===== config.mk =====
export PLATFORM = sky130hd
export DESIGN_NAME = ws2812b_multi_driver
export DESIGN_NICKNAME = d
export VERILOG_FILES = /design/src/rtl/ws2812b_pkg.sv /design/src/rtl/ws2812b_multi_driver_bit_tx.sv /design/src/rtl/ws2812b_multi_driver.sv
export SDC_FILE = /design/constraint.sdc
export NUM_CORES = 1
export LEC_CHECK = 0
export CORE_MARGIN = 5
export CORE_UTILIZATION = 61
export CTS_CLUSTER_SIZE = 25
export DETAILED_ROUTE_END_ITERATION = 10
export PLACE_DENSITY = 0.81
export SLEW_MARGIN = 20
export SYNTH_ARGS = -nofsm -noshare
export SYNTH_HDL_FRONTEND = slang
export SYNTH_SLANG_ARGS = --single-unit
export TNS_END_PERCENT = 50

===== constraint.sdc =====
create_clock -name clk -period 5.34 [get_ports clk]
set_input_delay 1.335 -clock clk [delete_from_list [all_inputs] [get_ports clk]]
set_output_delay 1.335 -clock clk [all_outputs]
set_load 0.02 [all_outputs]

===== src/rtl/ws2812b_pkg.sv =====
// ws2812b_pkg: register map, FSM states and default 64 MHz timing for the WS2812B driver.
// Pixel width follows WS2812B_RGBW_EN (32 bits when defined, 24 otherwise).
package ws2812b_pkg;
    localparam logic [3:0] ADDR_CTRL   = 4'h0;
    localparam logic [3:0] ADDR_G      = 4'h1;
    localparam logic [3:0] ADDR_R      = 4'h2;
    localparam logic [3:0] ADDR_B      = 4'h3;
    localparam logic [3:0] ADDR_W      = 4'h4;
    localparam logic [3:0] ADDR_CNT_LO = 4'h5;
    localparam logic [3:0] ADDR_CNT_HI = 4'h6;
    localparam logic [3:0] ADDR_CHMASK = 4'h7;
    localparam int DEF_T0H_CYC = 26;
    localparam int DEF_T1H_CYC = 51;
    localparam int DEF_BIT_CYC = 80;
    localparam int DEF_RST_CYC = 3200;
`ifdef WS2812B_RGBW_EN
    localparam int PIX_W = 32;
`else
    localparam int PIX_W = 24;
`endif
    typedef enum logic [1:0] {IDLE, BIT_HIGH, BIT_LOW, LATCH} state_e;
endpackage


===== src/rtl/ws2812b_multi_driver_bit_tx.sv =====
// ws2812b_bit_tx: one WS2812B bit period (high phase then low phase) driven onto the
// masked channel lines; a new bit may start on the last cycle of the current one.
module ws2812b_bit_tx #(
    parameter int NUM_CH  = 2,
    parameter int T0H_CYC = 26,
    parameter int T1H_CYC = 51,
    parameter int BIT_CYC = 80
) (
    input  logic              clk,
    input  logic              rst_n,
    input  logic              start,
    input  logic              tx_bit,
    input  logic [NUM_CH-1:0] mask,
    output logic              busy,
    output logic              last,
    output logic              fall,
    output logic [NUM_CH-1:0] line
);
    localparam int CW = $clog2(BIT_CYC);
    logic [CW-1:0] cnt_q, cnt_d, hi_len;
    logic bit_q, bit_d, busy_q, busy_d;
    logic [NUM_CH-1:0] mask_q, mask_d, line_q, line_d;

    always_comb begin
        hi_len = bit_q ? CW'(T1H_CYC) : CW'(T0H_CYC);
        last   = busy_q && cnt_q == CW'(BIT_CYC - 1);
        fall   = busy_q && cnt_q == hi_len - CW'(1);
        cnt_d  = cnt_q + CW'(1);
        bit_d  = bit_q;
        busy_d = busy_q;
        mask_d = mask_q;
        line_d = (cnt_d < hi_len) ? mask_q : '0;
        if (start) begin
            cnt_d  = '0;
            bit_d  = tx_bit;
            busy_d = 1'b1;
            mask_d = mask;
            line_d = mask;
        end else if (last || !busy_q) begin
            cnt_d  = '0;
            busy_d = 1'b0;
            line_d = '0;
        end
    end

    always_ff @(posedge clk) begin
        if (!rst_n) begin
            cnt_q  <= '0;
            bit_q  <= 1'b0;
            busy_q <= 1'b0;
            mask_q <= '0;
            line_q <= '0;
        end else begin
            cnt_q  <= cnt_d;
            bit_q  <= bit_d;
            busy_q <= busy_d;
            mask_q <= mask_d;
            line_q <= line_d;
        end
    end

    assign busy = busy_q;
    assign line = line_q;
endmodule


===== src/rtl/ws2812b_multi_driver.sv =====
// ws2812b_multi_driver: register-programmed WS2812B run generator mirrored onto NUM_CH strips.
// Define WS2812B_RGBW_EN for 32-bit RGBW pixels with the W register at 0x4.
module ws2812b_multi_driver
    import ws2812b_pkg::*;
#(
    parameter int NUM_CH  = 2,
    parameter int CNT_W   = 10,
    parameter int T0H_CYC = DEF_T0H_CYC,
    parameter int T1H_CYC = DEF_T1H_CYC,
    parameter int BIT_CYC = DEF_BIT_CYC,
    parameter int RST_CYC = DEF_RST_CYC
) (
    input  logic              clk,
    input  logic              rst_n,
    input  logic [3:0]        address,
    input  logic              data_write,
    input  logic [7:0]        data_in,
    output logic [7:0]        data_out,
    output logic [NUM_CH-1:0] led_out
);
    localparam int BW = $clog2(PIX_W);
    localparam int LW = $clog2(RST_CYC);
    state_e state_q, state_d;
    logic [7:0] g_q, g_d, r_q, r_d, b_q, b_d, w_rd, status;
    logic [CNT_W-1:0] count_q, count_d, pix_left_q, pix_left_d;
    logic [NUM_CH-1:0] chmask_q, chmask_d;
    logic fill_q, fill_d, latch_q, latch_d;
    logic [BW-1:0] bit_idx_q, bit_idx_d;
    logic [LW-1:0] lat_cnt_q, lat_cnt_d;
    logic [PIX_W-1:0] colour, pixel;
    logic [15:0] count_ext;
    logic we, go, tx_start, tx_bit, tx_busy, tx_last, tx_fall;
`ifdef WS2812B_RGBW_EN
    logic [7:0] w_q, w_d;
    assign colour = {g_q, r_q, b_q, w_q};
    assign w_rd   = w_q;
`else
    assign colour = {g_q, r_q, b_q};
    assign w_rd   = status;
`endif

    always_comb begin
        we        = data_write && state_q == IDLE;
        go        = we && address == ADDR_CTRL && data_in[0];
        count_ext = 16'(count_q);
        g_d = g_q;
        r_d = r_q;
        b_d = b_q;
        count_d  = count_q;
        chmask_d = chmask_q;
        fill_d   = fill_q;
        latch_d  = latch_q;
`ifdef WS2812B_RGBW_EN
        w_d = w_q;
        if (we && address == ADDR_W) w_d = data_in;
`endif
        if (we && address == ADDR_CTRL) begin
            latch_d = data_in[1];
            fill_d  = data_in[2];
        end
        if (we && address == ADDR_G) g_d = data_in;
        if (we && address == ADDR_R) r_d = data_in;
        if (we && address == ADDR_B) b_d = data_in;
        if (we && address == ADDR_CNT_LO) count_d = CNT_W'({count_ext[15:8], data_in});
        if (we && address == ADDR_CNT_HI) count_d = CNT_W'({data_in, count_ext[7:0]});
        if (we && address == ADDR_CHMASK) chmask_d = data_in[NUM_CH-1:0];
        // fill_d already holds the CTRL value being written in the start cycle
        pixel      = fill_d ? colour : '0;
        state_d    = state_q;
        bit_idx_d  = bit_idx_q;
        pix_left_d = pix_left_q;
        lat_cnt_d  = lat_cnt_q;
        tx_start   = 1'b0;
        tx_bit     = 1'b0;
        case (state_q)
            IDLE: if (go && !tx_busy) begin
                if (count_q != '0) begin
                    state_d    = BIT_HIGH;
                    bit_idx_d  = BW'(PIX_W - 1);
                    pix_left_d = count_q;
                    tx_start   = 1'b1;
                    tx_bit     = pixel[bit_idx_d];
                end else if (data_in[1]) begin
                    state_d   = LATCH;
                    lat_cnt_d = '0;
                end
            end
            BIT_HIGH, BIT_LOW: if (tx_last) begin
                if (bit_idx_q != '0 || pix_left_q != CNT_W'(1)) begin
                    state_d    = BIT_HIGH;
                    bit_idx_d  = (bit_idx_q != '0) ? bit_idx_q - BW'(1) : BW'(PIX_W - 1);
                    pix_left_d = (bit_idx_q != '0) ? pix_left_q : pix_left_q - CNT_W'(1);
                    tx_start   = 1'b1;
                    tx_bit     = pixel[bit_idx_d];
                end else begin
                    state_d   = latch_q ? LATCH : IDLE;
                    lat_cnt_d = '0;
                end
            end else if (tx_fall) begin
                state_d = BIT_LOW;
            end
            LATCH: begin
                lat_cnt_d = lat_cnt_q + LW'(1);
                if (lat_cnt_q == LW'(RST_CYC - 1)) state_d = IDLE;
            end
            default: state_d = IDLE;
        endcase
        status   = {6'b0, state_q == LATCH, state_q == IDLE};
        data_out = address == ADDR_G      ? g_q :
                   address == ADDR_R      ? r_q :
                   address == ADDR_B      ? b_q :
                   address == ADDR_W      ? w_rd :
                   address == ADDR_CNT_LO ? count_ext[7:0] :
                   address == ADDR_CNT_HI ? count_ext[15:8] :
                   address == ADDR_CHMASK ? 8'(chmask_q) : status;
    end

    always_ff @(posedge clk) begin
        if (!rst_n) begin
            state_q    <= IDLE;
            g_q        <= '0;
            r_q        <= '0;
            b_q        <= '0;
            count_q    <= '0;
            chmask_q   <= NUM_CH'(1);
            fill_q     <= 1'b0;
            latch_q    <= 1'b0;
            bit_idx_q  <= '0;
            pix_left_q <= '0;
            lat_cnt_q  <= '0;
        end else begin
            state_q    <= state_d;
            g_q        <= g_d;
            r_q        <= r_d;
            b_q        <= b_d;
            count_q    <= count_d;
            chmask_q   <= chmask_d;
            fill_q     <= fill_d;
            latch_q    <= latch_d;
            bit_idx_q  <= bit_idx_d;
            pix_left_q <= pix_left_d;
            lat_cnt_q  <= lat_cnt_d;
        end
    end

`ifdef WS2812B_RGBW_EN
    always_ff @(posedge clk) w_q <= !rst_n ? 8'h00 : w_d;
`endif

    ws2812b_bit_tx #(
        .NUM_CH (NUM_CH),
        .T0H_CYC(T0H_CYC),
        .T1H_CYC(T1H_CYC),
        .BIT_CYC(BIT_CYC)
    ) u_bit_tx (
        .clk   (clk),
        .rst_n (rst_n),
        .start (tx_start),
        .tx_bit(tx_bit),
        .mask  (chmask_q),
        .busy  (tx_busy),
        .last  (tx_last),
        .fall  (tx_fall),
        .line  (led_out)
    );
endmodule


==> qor.yml <==
sta:
  fmax_ghz: 0.200
  min_period_ps: 5010
  rsz0062_at_grt: "no"
  slew_viol_final: 0
  setup-violations-final: 0
  setup_tns_ps: 0
  setup_slack_ps: 330
  whs_ps: 494
  finalClockSkew_ps: 15.9
  hold_viol_final: 0
  worst_pin_slew_ps: 932
  finalCritPeriodShare_pct: 93.8
  relSlewSlack_pct: 37.5
global_routing:
  grt_pass1_vias: 3925
  antenna_found_initial: 0
  grt_max_degree: 75
  overflow: 0
  grt_pass1_wl_um: 19100
  gr-usage-all-layers_pct: 24.0
pwr:
  ir_drop_uv: 210
  power_density_mw_per_mm2: 337
  switchingPower_mw: 0.692
  swShare_pct: 39.6
  p_leak_nw: 1.75
  pwr-share-seq_pct: 38.2
  cellInternalPower_mw: 1.06
  pwr-share-clk_pct: 24.8
  p_comb_share_pct: 37.1
final_layout:
  post-route-util_pct: 67.8
  area_delta_synth_final_pct: 9.74
  multiInputGateArea_mm2: 0.00293
  fin_area_mm2: 0.00519
  antenna_cells: 0
  fill_cells: 647
  final_layout_size_suffix_gt1_share_pct: 7.89
  seq_area_mm2: 0.00160
  final_net_count: 604
synthesis:
  netlist.top_cell.by_area: "dfxtp_1"
  synth-main-ff-cell: "dfxtp_1"
  syn_area_mm2: 0.00473
  synthDominantCellAreaShare_pct: 33.9
  ys_seq_area_share_pct: 33.9
  synth_cell_type_count: 63
  syn_nets: 592
  synth_common_cells: "80 x dfxtp_1, 74 x nand2_1, 38 x o21ai_0, 32 x a21boi_0, 31 x nor2b_1"
  yosys-top-cells-area: "dfxtp_1 34%, mux2i_1 6.4%, nand2_1 5.9%"
  ys_ff_latch: 80
  synth_edf_count: 0
  synth_warnings: 0
  synth_most_common_cell: "dfxtp_1"
  syn_area_per_cell_um2: 8.35
  netlist_instances: 566
  async_reset_ff_share_pct: 0
critical_path:
  cp_max_fo: 15
  worstReg2RegEnd: "lat_cnt_q[8]"
  cp-end-kind: "primary output"
  cp.required_ps: 4010
  crit_start: "address[0]"
  r2r_slack_ps: 2320
  arrival_ps: 3670
  critPathLaunchType: "input pin"
  r2r.worst_path.cells: 8
  path_class: "in -> out"
  r2r-start: "bit_idx_q[0]"
clocking:
  clock_latency_ps: 370
  post_cts.repair.setup_buffers: 0
  cts_hold_buf: 0
  clockBufferDepth: 2
  clk_pin_slew_ps: 90
  cts_sinks: 80
  numCtsBuffers: 9
  root_buffer: "clkbuf_8"
  ctsResizeCount: 0
  htree_num_levels: 3
  cts_tree: "yes"
routing:
  vias_per_cell: 6.14
  wl_um: 11500
  ant_nets: 0
  vias: 4205
  first_pass_iters: 5
  route.detailed.drc: 0
  wire_per_inst_um: 16.7
  drt-initial-drc-count: 393
floorplan:
  io_pins: 25
  num_rows: 32
  core-area_mm2: 0.00765
  dieArea_mm2: 0.00961
  die_height_um: 98.0
  die_w_um: 98.0
  start_util_pct: 61.8
worst_hold_path:
  min_path_type: "reg -> reg"
  whs_endpoint: "u_bit_tx.cnt_q[0]"
  hold_path_depth: 1
  worstHoldStart: "u_bit_tx.cnt_q[0]"
job:
  cap_violations: 0
placement:
  dp.final_hpwl_um: 8250
  place_ws_ps: 360
  place_area_mm2: 0.00499
  port_buffers: 24
  gp_congestion: 0.994
status:
  outcome: "complete, no violations"
-- worst max-delay path, stage by stage --
cell and delay, ps:
clkdlybuf4s50_1 630, nand2b_1 290, or3_1 530, o21ai_0 230, o21ai_0 100, clkdlybuf4s50_1 550
-- power by group through the flow --
stage                     clock network (mW)  logic [mW]  registers (mW)
final                                  0.433       0.648           0.667
after global routing                   0.469       0.716           0.673
after CTS                              0.439       0.638           0.667
after detailed placement                   0       0.635           0.681
after global placement                     0       0.619           0.678
after floorplan                            0       0.504           0.665
-- registers in the layout, indices dropped and copies added, names as in the netlist --
name             count
state_q              2
b_q                  8
count_q             10
g_q                  8
bit_idx_q            5
u_bit_tx.cnt_q       7
lat_cnt_q           12
u_bit_tx.mask_q      2
u_bit_tx.line        2
r_q                  8
latch_q              1
chmask_q             2
u_bit_tx.busy        1
pix_left_q          10
fill_q               1
u_bit_tx.bit_q       1
-- final cells by class --
class | count | area share, %
multi-input combinational | 438 | 56.4
sequential | 80 | 30.9
timing repair buffer | 28 | 5.16
tap | 102 | 2.46
clock buffer | 9 | 2.39
inverter | 21 | 1.52
clock inverter | 7 | 1.16
-- worst max-delay path by stage --
stage / endpoint / slack (ps) / cells past startpoint
CTS: data_out[4] / 360 / 6
global route: data_out[1] / 180 / 8
finish: data_out[7] / 330 / 6
detailed placement: data_out[3] / 360 / 6
floorplan: data_out[0] / 1230 / 4
global placement: data_out[3] / 430 / 6
-- metal layers --
metal	wire (um)	global-route usage [%]	vias up
met5	0	0	-
met4	129	4.58	0
met3	713	5.07	15
met2	5290	38.0	124
met1	5330	34.0	2019
li1	-	-	2047
-- kinds of logic (layout without fill, tap and decap cells) --
family,count (synthesis),after routing,synth area share [%]
mux,38,38,9.21
buf+inv,48,65,4.32
xor+xnor,10,10,1.85
simple gates,230,230,25.9
flops,80,80,33.9
fa+ha+maj,11,11,2.91
compound gates,149,149,21.9
-- through the flow --
stage                     instances  power, mW
after global routing            685       1.86
after global placement          669       1.30
after CTS                       685       1.74
after detailed placement        669       1.32
after floorplan                 566       1.17
final                           685       1.75
-- cells in the final DEF, fill, tap and decap left out, types with 5 or more instances in the layout --
cell type,n
nand2_1,74
clkdlybuf4s50_1,23
clkbuf_8,9
mux2i_1,30
o21ai_0,38
nand2b_1,11
nor4_1,5
and3_1,5
nor2b_1,31
nor3_1,16
o221a_2,5
inv_6,5
o21a_1,13
nand4_1,8
a21boi_0,32
nor2_1,29
nand3_1,17
and2_1,8
buf_4,5
inv_1,21
ha_1,11
dfxtp_1,80
xnor2_1,7
a21oi_1,17
a22oi_1,9
Power figures use the tool's default switching activity.
